`src/rtl/channel_layout_tracker.sv`:
```
// Per-frame channel layout engine for the trace display: latches enables, divides the
// visible span by the enabled-channel count, builds a visible-to-physical map, then tracks rows.
module channel_layout_tracker #(
    parameter int MAX_CHAN_COUNT = 10,
    parameter int VER_RES        = 480,
    parameter int OFFSET         = 0,
    parameter int ROW_W          = $clog2(VER_RES),
    parameter int CH_W           = $clog2(MAX_CHAN_COUNT + 1)
) (
    input  logic                      clk,
    input  logic                      reset,
    input  logic [MAX_CHAN_COUNT-1:0] channel_enable,
    input  logic                      frame_start,
    input  logic                      row_advance,
    output logic                      busy,
    output logic                      layout_valid,
    output logic                      overrun,
    output logic [CH_W-1:0]           channel_count,
    output logic                      is_channel,
    output logic [CH_W-1:0]           channel_number,
    output logic [ROW_W-1:0]          channel_height,
    output logic [ROW_W-1:0]          channel_offset,
    output logic [ROW_W-1:0]          row_in_channel
);

    localparam int IDX_W    = (MAX_CHAN_COUNT > 1) ? $clog2(MAX_CHAN_COUNT) : 1;
    localparam int STEP_MAX = (ROW_W > MAX_CHAN_COUNT) ? ROW_W : MAX_CHAN_COUNT;
    localparam int STEP_W   = (STEP_MAX > 1) ? $clog2(STEP_MAX) : 1;

    localparam logic [ROW_W-1:0]  SPAN      = ROW_W'(VER_RES - OFFSET);
    localparam logic [ROW_W-1:0]  ROW_LAST  = ROW_W'(VER_RES - 1);
    localparam logic [ROW_W-1:0]  ROW_FIRST = ROW_W'(OFFSET);
    localparam logic [ROW_W:0]    OFFSET_X  = (ROW_W + 1)'(OFFSET);
    localparam logic [STEP_W-1:0] DIV_LAST  = STEP_W'(ROW_W - 1);
    localparam logic [STEP_W-1:0] MAP_LAST  = STEP_W'(MAX_CHAN_COUNT - 1);

    typedef enum logic [2:0] {IDLE, COUNT, DIVIDE, MAP, READY} state_t;

    state_t                    state_q, state_d;
    logic [STEP_W-1:0]         step_q;
    logic                      enter_ready;

    logic [MAX_CHAN_COUNT-1:0] shadow_q;
    logic [CH_W-1:0]           count_q;
    logic [CH_W-1:0]           pop_c;
    logic [ROW_W-1:0]          height_q;
    logic [ROW_W-1:0]          div_quot_q;
    logic [CH_W-1:0]           div_rem_q;
    logic [CH_W:0]             rem_shift_c;
    logic [CH_W+1:0]           diff_c;
    logic                      fits_c;
    logic [CH_W-1:0]           map_q [MAX_CHAN_COUNT];
    logic [CH_W-1:0]           map_n_q;

    logic [ROW_W-1:0]          row_q;
    logic [CH_W-1:0]           vis_q;
    logic [ROW_W-1:0]          ric_q;
    logic [ROW_W-1:0]          offset_q;
    logic                      valid_q;
    logic                      overrun_q;
    logic                      row_ge_offset;

    // ---------------- FSM ----------------
    // NOTE: clocked state uses non-blocking assignments so every register samples pre-edge values.
    always_ff @(posedge clk or posedge reset) begin
        if (reset) state_q <= IDLE;
        else       state_q <= state_d;
    end

    // NOTE: state_d gets a default before the case so no path leaves it unassigned (no latch).
    always_comb begin
        state_d = state_q;
        if (frame_start) begin
            state_d = COUNT;
        end else begin
            case (state_q)
                COUNT:   state_d = DIVIDE;
                DIVIDE:  if (step_q == DIV_LAST) state_d = MAP;
                MAP:     if (step_q == MAP_LAST) state_d = READY;
                default: state_d = state_q;
            endcase
        end
    end

    always_comb begin
        busy        = 1'b0;
        enter_ready = 1'b0;
        case (state_q)
            COUNT, DIVIDE: busy = 1'b1;
            MAP: begin
                busy        = 1'b1;
                enter_ready = (state_d == READY);
            end
            default: ;
        endcase
    end

    // Step counter restarts on every state change and only runs while computing.
    always_ff @(posedge clk or posedge reset) begin
        if (reset)                   step_q <= '0;
        else if (state_d != state_q) step_q <= '0;
        else if (busy)               step_q <= step_q + STEP_W'(1);
    end

    // ---------------- layout computation ----------------
    always_comb begin
        pop_c = '0;
        for (int i = 0; i < MAX_CHAN_COUNT; i++) pop_c = pop_c + CH_W'(shadow_q[i]);
    end

    // One restoring-division step: shift in the next dividend bit, subtract if it fits.
    assign rem_shift_c = {div_rem_q, div_quot_q[ROW_W-1]};
    assign diff_c      = {1'b0, rem_shift_c} - {2'b00, count_q};
    assign fits_c      = ~diff_c[CH_W+1];

    // NOTE: the map table sits in the reset branch so no stale layout survives a reset.
    always_ff @(posedge clk or posedge reset) begin
        if (reset) begin
            shadow_q   <= '0;
            count_q    <= '0;
            height_q   <= '0;
            div_quot_q <= '0;
            div_rem_q  <= '0;
            map_n_q    <= '0;
            for (int i = 0; i < MAX_CHAN_COUNT; i++) map_q[i] <= '0;
        end else begin
            if (frame_start) shadow_q <= channel_enable;
            case (state_q)
                COUNT: begin
                    count_q    <= pop_c;
                    div_quot_q <= SPAN;
                    div_rem_q  <= '0;
                    map_n_q    <= '0;
                end
                DIVIDE: begin
                    if (fits_c) begin
                        div_rem_q  <= diff_c[CH_W-1:0];
                        div_quot_q <= {div_quot_q[ROW_W-2:0], 1'b1};
                    end else begin
                        div_rem_q  <= rem_shift_c[CH_W-1:0];
                        div_quot_q <= {div_quot_q[ROW_W-2:0], 1'b0};
                    end
                end
                MAP: begin
                    // A zero divisor yields an all-ones quotient; height is defined as 0 there.
                    if (step_q == '0) height_q <= (count_q == '0) ? '0 : div_quot_q;
                    if (shadow_q[step_q[IDX_W-1:0]]) begin
                        map_q[map_n_q[IDX_W-1:0]] <= CH_W'(step_q);
                        map_n_q                   <= map_n_q + CH_W'(1);
                    end
                end
                default: ;
            endcase
        end
    end

    // ---------------- row tracking ----------------
    assign row_ge_offset = ({1'b0, row_q} + (ROW_W + 1)'(1)) > OFFSET_X;

    always_ff @(posedge clk or posedge reset) begin
        if (reset) begin
            row_q     <= '0;
            vis_q     <= '0;
            ric_q     <= '0;
            offset_q  <= '0;
            valid_q   <= 1'b0;
            overrun_q <= 1'b0;
        end else if (frame_start) begin
            row_q     <= '0;
            vis_q     <= '0;
            ric_q     <= '0;
            offset_q  <= ROW_FIRST;
            valid_q   <= 1'b0;
            overrun_q <= 1'b0;
        end else begin
            if (enter_ready) begin
                valid_q  <= 1'b1;
                vis_q    <= '0;
                ric_q    <= '0;
                offset_q <= ROW_FIRST;
            end
            if (row_advance) begin
                if (row_q != ROW_LAST) row_q <= row_q + ROW_W'(1);
                if (busy) overrun_q <= 1'b1;
                // Header rows and the saturated last row leave the channel position untouched.
                if (state_q == READY && row_q != ROW_LAST && row_ge_offset && count_q != '0) begin
                    if (ric_q == height_q - ROW_W'(1)) begin
                        if (vis_q != count_q) vis_q <= vis_q + CH_W'(1);
                        ric_q    <= '0;
                        offset_q <= offset_q + height_q;
                    end else begin
                        ric_q <= ric_q + ROW_W'(1);
                    end
                end
            end
        end
    end

    assign is_channel     = valid_q & ~overrun_q & row_ge_offset & (count_q != '0) & (vis_q < count_q);
    assign channel_number = is_channel ? map_q[vis_q[IDX_W-1:0]] : '0;
    assign layout_valid   = valid_q;
    assign overrun        = overrun_q;
    assign channel_count  = count_q;
    assign channel_height = height_q;
    assign channel_offset = offset_q;
    assign row_in_channel = ric_q;

endmodule

```
`config.mk`:
```
export PLATFORM = sky130hd
export DESIGN_NAME = channel_layout_tracker
export DESIGN_NICKNAME = d
export VERILOG_FILES = /design/src/rtl/channel_layout_tracker.sv
export SDC_FILE = /design/constraint.sdc
export NUM_CORES = 1
export LEC_CHECK = 0
export ABC_AREA = 1
export BUFFER_PORTS_ARGS = -buffer_cell sky130_fd_sc_hd__buf_2
export CAP_MARGIN = 20
export CORE_ASPECT_RATIO = 0.5
export CORE_UTILIZATION = 40
export DETAILED_ROUTE_END_ITERATION = 7
export PLACE_DENSITY = 0.54
export SYNTH_ARGS = -nofsm -noshare
export SYNTH_HDL_FRONTEND = slang
export SYNTH_SLANG_ARGS = --single-unit
```
`constraint.sdc`:
```
create_clock -name clk -period 5.3 [get_ports clk]
set_input_delay 0.53 -clock clk [delete_from_list [all_inputs] [get_ports clk]]
set_output_delay 0.53 -clock clk [all_outputs]
set_load 0.02 [all_outputs]
```
After elaboration in Yosys (flattened, before gate mapping)
Cells that the tools add are included.

storage, ports and cells
  flip-flop bits (word level) = 120
  word-level logic and storage cells = 135

cells by class
  $add $sub $neg = 18
  $lt $le $gt $ge = 6
  equality and inequality tests = 12
  muxes and demuxes = 48
  bitwise gates (word level) = 7
  reduce and logical (&&, ||, !) cells = 20

operators with widths
  operator              count
  $mux 9                14
  $mux 4                14
  $bwmux 40             1
  $add 4x1->4           6
  $add 9x1->9 const B   2
  $pmux 9 s2            1
  $bmux 4 s4            1
  $demux 4 s4           1
  $pmux 4 s2            2
  $reduce_bool 2->1     7
  $add 4x1->4 const B   3
  $add 9x1->10 const B  1
  $ge 5x5->1 const B    2
  $gt 10x1->1 const B   1
  $not 4->5             2
  $reduce_and 2->1      5
  $add 9x9->9           1
  $eq 9x9->1            1
  $mux 1                9
  $mux 3                3
  $ne 9x9->1 const B    1
  $pmux 3 s3            1
  $sub 9x1->9 const B   1
  $eq 4x4->1 const B    2
  other kinds (20)      29

Depth between registers and ports, before layout
  depth in word-level cells = 12
  depth in mapped cells = 16
  gate-level depth less buffers = 16

Least setup slack after synthesis
No wires, ideal clock.

  path type = reg-to-reg
  start point = register shadow_q[0]
  end point = register count_q[2] (netlist: channel_count[2])
  library setup time = 0.083 ns
  arrival time = 2.737 ns
  data required time = 5.217 ns
  path slack = 2.481 ns
  cell stages (with the launch flop) = 11
  path buffers = 0
  clock period less this slack = 2.819 ns
  cells stage by stage = dfrtp_1 -> fa_1 -> inv_1 -> fa_1 -> fa_1 -> inv_1 -> ha_1 -> inv_1 -> fa_1 -> xor2_1 -> o21ai_0

between the ends
  word-level cells in the longest chain between the ends = 9

RTL lines
  what                      line  RTL
  start: declaration        43    logic [MAX_CHAN_COUNT-1:0] shadow_q;
  start signal: assignment  127   if (frame_start) shadow_q <= channel_enable;
  $add 1x1->2               108   for (int i = 0; i < MAX_CHAN_COUNT; i++) pop_c = pop_c + CH_W'(shadow_q[i]);
  $add 2x1->3               108
  $add 3x1->4               108
  $add 4x1->4 (6 in a row)  108
  end signal: assignment    130   count_q <= pop_c;
  end: declaration          44    logic [CH_W-1:0] count_q;

Every way passes these cells.
A chain may end at the register's enable or synchronous reset.

Worst setup path after layout
  start point = register vis_q[0]
  end point = output channel_number[2]

between the ends
  word-level cells in the longest chain between the ends = 5

RTL lines
  what                                       line  RTL
  start: declaration                         56    logic [CH_W-1:0] vis_q;
  start signal: assignment                   188   if (vis_q != count_q) vis_q <= vis_q + CH_W'(1);
  $not 4->5 (implied by the code)            200   assign channel_number = is_channel ? map_q[vis_q[IDX_W-1:0]] : '0;
  $bmux 4 s4                                 200
  $mux 4 (implied by the code) (2 in a row)  200
  $mux 4 (*)                                 200
  end: declaration                           20    output logic [CH_W-1:0] channel_number,

Every way passes the cells marked *; elsewhere a longest branch is shown, timed or not. The select of a mux whose other input is x is not followed.

==> results.env <==
COMPOUND_CELL_AREA_SHARE_OF_THE_YOSYS_NETLIST_PCT=14.4
FIRST_GLOBAL_VIAS=5628
SYNTH_MUX_AREA_SHARE_PCT=0
DIE_HEIGHT_UM=95.8
AREA.SEQUENTIAL_MM2=0.00300
NETLIST.AREA_LEADER.SHARE_PCT=42.7
FIRST_PASS_ITERS=6
POWER_PER_CELL_AREA_mW_PER_MM2=410
BUFFERS_PLUS_INVERTERS_ON_THE_WORST_SETUP_PATH=2
WORST_TRAN_PIN_VALUE_NS=0.945
TIMING.CRITICAL_PATH.SLOWEST_STAGE_CELL='sky130_fd_sc_hd__dfrtp_1'
GLOBALROUTETOTALUTIL_PCT=21.5
YS_ASYNC_SR_FRACTION_PCT=100
MOST_COMMON_FLOP_CELL_MAPPED_BY_YOSYS='sky130_fd_sc_hd__dfrtp_1'
CRIT_PATH_START='vis_q[0]$_DFF_PP0_'
FIN_SKEW_NS=0.00958
DIE_AREA_MM2=0.0182
WORST_EP_REQUIRED_TIME_NS=4.77
GRT_ANTENNA_BEFORE_REPAIR=0
CTS_REPAIR_RESIZE_COUNT=0
TIMING.CRITICAL_PATH.MAX_DELAY_FAMILY='buffers and inverters'
POST-CTS-SETUP-BUFFERS=0
UTILIZATION_PCT=47.9
VDD_DROP_MAX_V=0.000252
RSZ0062_AT_GRT='no'
ROUTE.ANTENNA.REMAINING_NETS=0
PLACEDCELLCOUNT=1155
FINAL_PERIOD_MINUS_WORST_SETUP_SLACK_NS=3.55
FINALNONFILLERCELLS=1186
CORE-AREA_MM2=0.0168
TIMING.FINAL.WS_SETUP_NS=1.75
MAX_CAP_VIOL_COUNT=0
ROUTED-VIA-COUNT=6048
TIMING.FMAX_MHz=281
CRITICAL_PATH_ARRIVAL_NS=3.02
NUMCLOCKSINKS=120
FINAL_LAYOUT_SIZE_SUFFIX_GT1_SHARE_PCT=12.3
CRITICAL_PATH.CELL_CHAIN='inv_1 > ha_1 > nor2_1 > a2111oi_0 > nand2_1 > a211oi_1 > buf_2'
PORT_BUFFERS=52
REG_TO_REG_STARTPOINT='shadow_q[0]$_DFFE_PP0P_'
SYNTH_TOP_FAMILY_BY_AREA='simple AND/OR/NAND/NOR gates'
HOLDBUFCOUNTCTS=0
TRITONCTS_CLOCK_TREE='built'
POST-ROUTE-DRC-COUNT=0
ITERATION_0_DRC_MARKERS=362
CRITICAL-PATH-MAX-STAGE-DELAY_NS=0.61
SYNTHESIS_TO_LAYOUT_AREA_GROWTH_PCT=14.3
POSTSYNTHAREAPERCELL_UM2=7.85
ROW_COUNT=33
POWER.TOTAL_mW=3.30
SETUP_TOTAL_NEGATIVE_SLACK_NS=0
SYNTH-XOR-AREA-SHARE_PCT=2.61
PRE_CTS_SLACK_NS=2.19
MULTI_INPUT_AREA_MM2=0.00354
CRITICAL_PATH.ENDPOINT_TYPE='primary output'
DP_HPWL_MM=13.0
CLK-INSERTION-DELAY-LATE_NS=0.42
STATIC-LEAKAGE-POWER_nW=3.96
SYNTHESIS.AREA_MM2=0.00704
YOSYS.AREA_SHARE.SIMPLE_PCT=25.8
CTS_HTREE_LEVELS=4
RUN_STATUS='completed'
SYNTH.TOP_CELLS.BY_AREA='sky130_fd_sc_hd__dfrtp_1 (43%), sky130_fd_sc_hd__nand2_1 (12%), sky130_fd_sc_hd__o21ai_0 (6.9%)'
SYNTHADDERAREAFRAC_PCT=7.43
CRIT-REG2REG-CAPTURE='channel_count[2]$_DFFE_PP0N_'
REG2REG_DEPTH=10
CTS-ROOT-BUF='sky130_fd_sc_hd__clkbuf_16'
SYNTH.FF_LATCH_COUNT=120
SLEW_HEADROOM_PCT=36.8
REG2REG_SETUP_SLACK_NS=2.39
CRIT_CELLS=7
WORST-SETUP-PATH-TYPE='reg -> out'
WIRE_PER_INST_UM=15.2
WORSTHOLDPATHTYPE='in -> async'
DRT-VIAS-PER-INSTANCE=5.10
TOP_PORTS=53
FINAL_NET_COUNT=998
GRT_FIRST_PASS_WIRELENGTH_MM=29.9
SYNTH_EDF_COUNT=0
WL_MM=18.1
POSTSYNTHCELLCOUNT=897
SYNTH-WARNING-COUNT=0
PLACE.GP.CONGESTION=0.847
SEQ_AREA_FRAC_SYNTH_PCT=42.7
SYN-NUM-NETS=948
CATEGORY_OF_THE_WORST_SETUP_PATH_LAUNCH_POINT='register'
CTS-BUFFERS-INSERTED=17
YS_TYPES=46
MAX-CLOCK-PATH-BUFFERS=2
INITIAL_UTILIZATION_PCT=41.9
FILLERS=1686
YOSYSTOPAREACELL='sky130_fd_sc_hd__dfrtp_1'
ANTENNA_CELLS_INSERTED=0
CHIPWIDTH_UM=190
FINAL-SETUP-VIOL-COUNT=0
CRITICAL_PATH_PEAK_FANOUT=24
CLK_PIN_SLEW_NS=0.06
FINAL_MAX_SLEW_VIOL_COUNT=0
PERIOD_SHARE_PCT=67.1
GLOBAL_ROUTE.OVERFLOW_TOTAL=0
LARGEST_NET_DEGREE_AT_THE_START_OF_GLOBAL_ROUTING=67
TIMING.FINAL.HOLD_VIOLATIONS=0
## worst max path at each step
| stage | endpoint | slack, ns |
|---|---|---|
| 4_1_cts | channel_number[2] | 1.73 |
| 3_3_place_gp | channel_number[2] | 2.33 |
| 3_5_place_dp | channel_number[2] | 2.19 |
| 6_report | channel_number[2] | 1.75 |
| 5_1_grt | channel_number[2] | 1.53 |
| 2_1_floorplan | channel_count[0]$_DFFE_PP0N_ | 1.58 |
## state kept, by name, indices dropped and copies added, names as in the netlist
name and flops:
channel_count 4, channel_height 9, channel_offset 9, div_quot_q 9, div_rem_q 4, layout_valid 1
map_n_q 4, map_q 40, overrun 1, row_in_channel 9, row_q 9, shadow_q 10
state_q 3, step_q 4, vis_q 4
## cells by family (layout without fill, tap and decap cells)
| group | count (synthesis) | in the layout |
|---|---|---|
| XOR/XNOR | 21 | 21 |
| AND/OR/NAND/NOR | 409 | 409 |
| flip-flops | 120 | 120 |
| adder cells (fa/ha/maj) | 37 | 37 |
| buffers and inverters | 131 | 193 |
| AO/OA/AOI/OAI | 179 | 179 |
## layer usage
| metal | vias up | track usage [%] | wire (µm) |
|---|---|---|---|
| met1 | 2860 | 30.4 | 9380 |
| met3 | 17 | 4.27 | 678 |
| li1 | 3042 | - | - |
| met2 | 129 | 33.3 | 7830 |
| met4 | 0 | 6.32 | 176 |
| met5 | - | 0 | 0 |
## per-stage QoR
step | hold slack, ns | instance area, µm²
floorplan | 0.448 | 7040
detailed placement | 0.472 | 7500
global placement | 0.467 | 7500
finish | 0.277 | 8050
CTS | 0.304 | 8050
global route | 0.324 | 8050
## cell usage after synthesis, types with 2 or more instances
cell type and instances:
sky130_fd_sc_hd__nand2_1 223, sky130_fd_sc_hd__dfrtp_1 120, sky130_fd_sc_hd__inv_1 104, sky130_fd_sc_hd__o21ai_0 97
sky130_fd_sc_hd__nor2_1 74, sky130_fd_sc_hd__nand3_1 61, sky130_fd_sc_hd__a21oi_1 40, sky130_fd_sc_hd__ha_1 29
sky130_fd_sc_hd__clkbuf_1 18, sky130_fd_sc_hd__xor2_1 17, sky130_fd_sc_hd__fa_1 8, sky130_fd_sc_hd__nor3_1 8
sky130_fd_sc_hd__o221ai_1 8, sky130_fd_sc_hd__o22ai_1 8, sky130_fd_sc_hd__nand3_2 7, sky130_fd_sc_hd__nor2_2 7
sky130_fd_sc_hd__nand2_2 6, sky130_fd_sc_hd__nand4_1 6, sky130_fd_sc_hd__nor2_4 5, sky130_fd_sc_hd__inv_2 4
sky130_fd_sc_hd__o21a_1 4, sky130_fd_sc_hd__xnor2_1 4, sky130_fd_sc_hd__a211oi_1 3, sky130_fd_sc_hd__buf_2 3
sky130_fd_sc_hd__nand3b_1 3, sky130_fd_sc_hd__o31ai_1 3, sky130_fd_sc_hd__or2_2 3, sky130_fd_sc_hd__nand2_4 2
sky130_fd_sc_hd__o211ai_1 2, sky130_fd_sc_hd__o21ai_1 2, sky130_fd_sc_hd__o21bai_1 2, sky130_fd_sc_hd__o22a_1 2
## cell usage in the layout, fill, tap and decap left out, types with 2 or more instances in the layout
master / count
sky130_fd_sc_hd__a211oi_1: 3
sky130_fd_sc_hd__nand3b_1: 3
sky130_fd_sc_hd__nand2_2: 6
sky130_fd_sc_hd__o21a_1: 4
sky130_fd_sc_hd__inv_1: 103
sky130_fd_sc_hd__o31ai_1: 3
sky130_fd_sc_hd__o22a_1: 2
sky130_fd_sc_hd__nand2_4: 2
sky130_fd_sc_hd__nand3_1: 61
sky130_fd_sc_hd__nand2_1: 223
sky130_fd_sc_hd__nor2_4: 5
sky130_fd_sc_hd__o21ai_1: 2
sky130_fd_sc_hd__xor2_1: 17
sky130_fd_sc_hd__nand4_1: 6
sky130_fd_sc_hd__buf_2: 52
sky130_fd_sc_hd__nand3_2: 7
sky130_fd_sc_hd__o22ai_1: 8
sky130_fd_sc_hd__clkbuf_1: 4
sky130_fd_sc_hd__ha_1: 29
sky130_fd_sc_hd__o21ai_0: 97
sky130_fd_sc_hd__clkbuf_16: 17
sky130_fd_sc_hd__o21bai_1: 2
sky130_fd_sc_hd__xnor2_1: 4
sky130_fd_sc_hd__o221ai_1: 8
sky130_fd_sc_hd__clkinvlp_4: 2
sky130_fd_sc_hd__nor2_2: 7
sky130_fd_sc_hd__dfrtp_1: 120
sky130_fd_sc_hd__clkbuf_8: 2
sky130_fd_sc_hd__a21oi_1: 40
sky130_fd_sc_hd__fa_1: 8
sky130_fd_sc_hd__o211ai_1: 2
sky130_fd_sc_hd__clkinv_2: 4
sky130_fd_sc_hd__nor3_1: 8
sky130_fd_sc_hd__nor2_1: 74
sky130_fd_sc_hd__inv_2: 4
sky130_fd_sc_hd__or2_2: 3
## report_power, final
group	switching (mW)	internal [mW]
combinational	0.735	0.339
clock	0.423	0.664
sequential	0.123	1.02
total	1.28	2.02
## worst register-to-register path, delay by kind of cell, from the launching register on
kind / cells / cell delay (ns)
DFF: 1 / 0.41
buffers and inverters: 3 / 0.16
adders and majority gates: 5 / 1.99
AOI/OAI and AO/OA: 1 / 0.13
xor gates and xnor gates: 1 / 0.14
## final cells by class
type | instances | share of cell area (%)
clock buffers | 23 | 5.82
clock inverters | 8 | 0.917
inverters | 109 | 5.12
multi-input cells | 646 | 44.0
flip-flops and latches | 120 | 37.3
well taps | 227 | 3.53
repair buffers | 53 | 3.33
No activity file was read; power rests on OpenSTA's default activity.
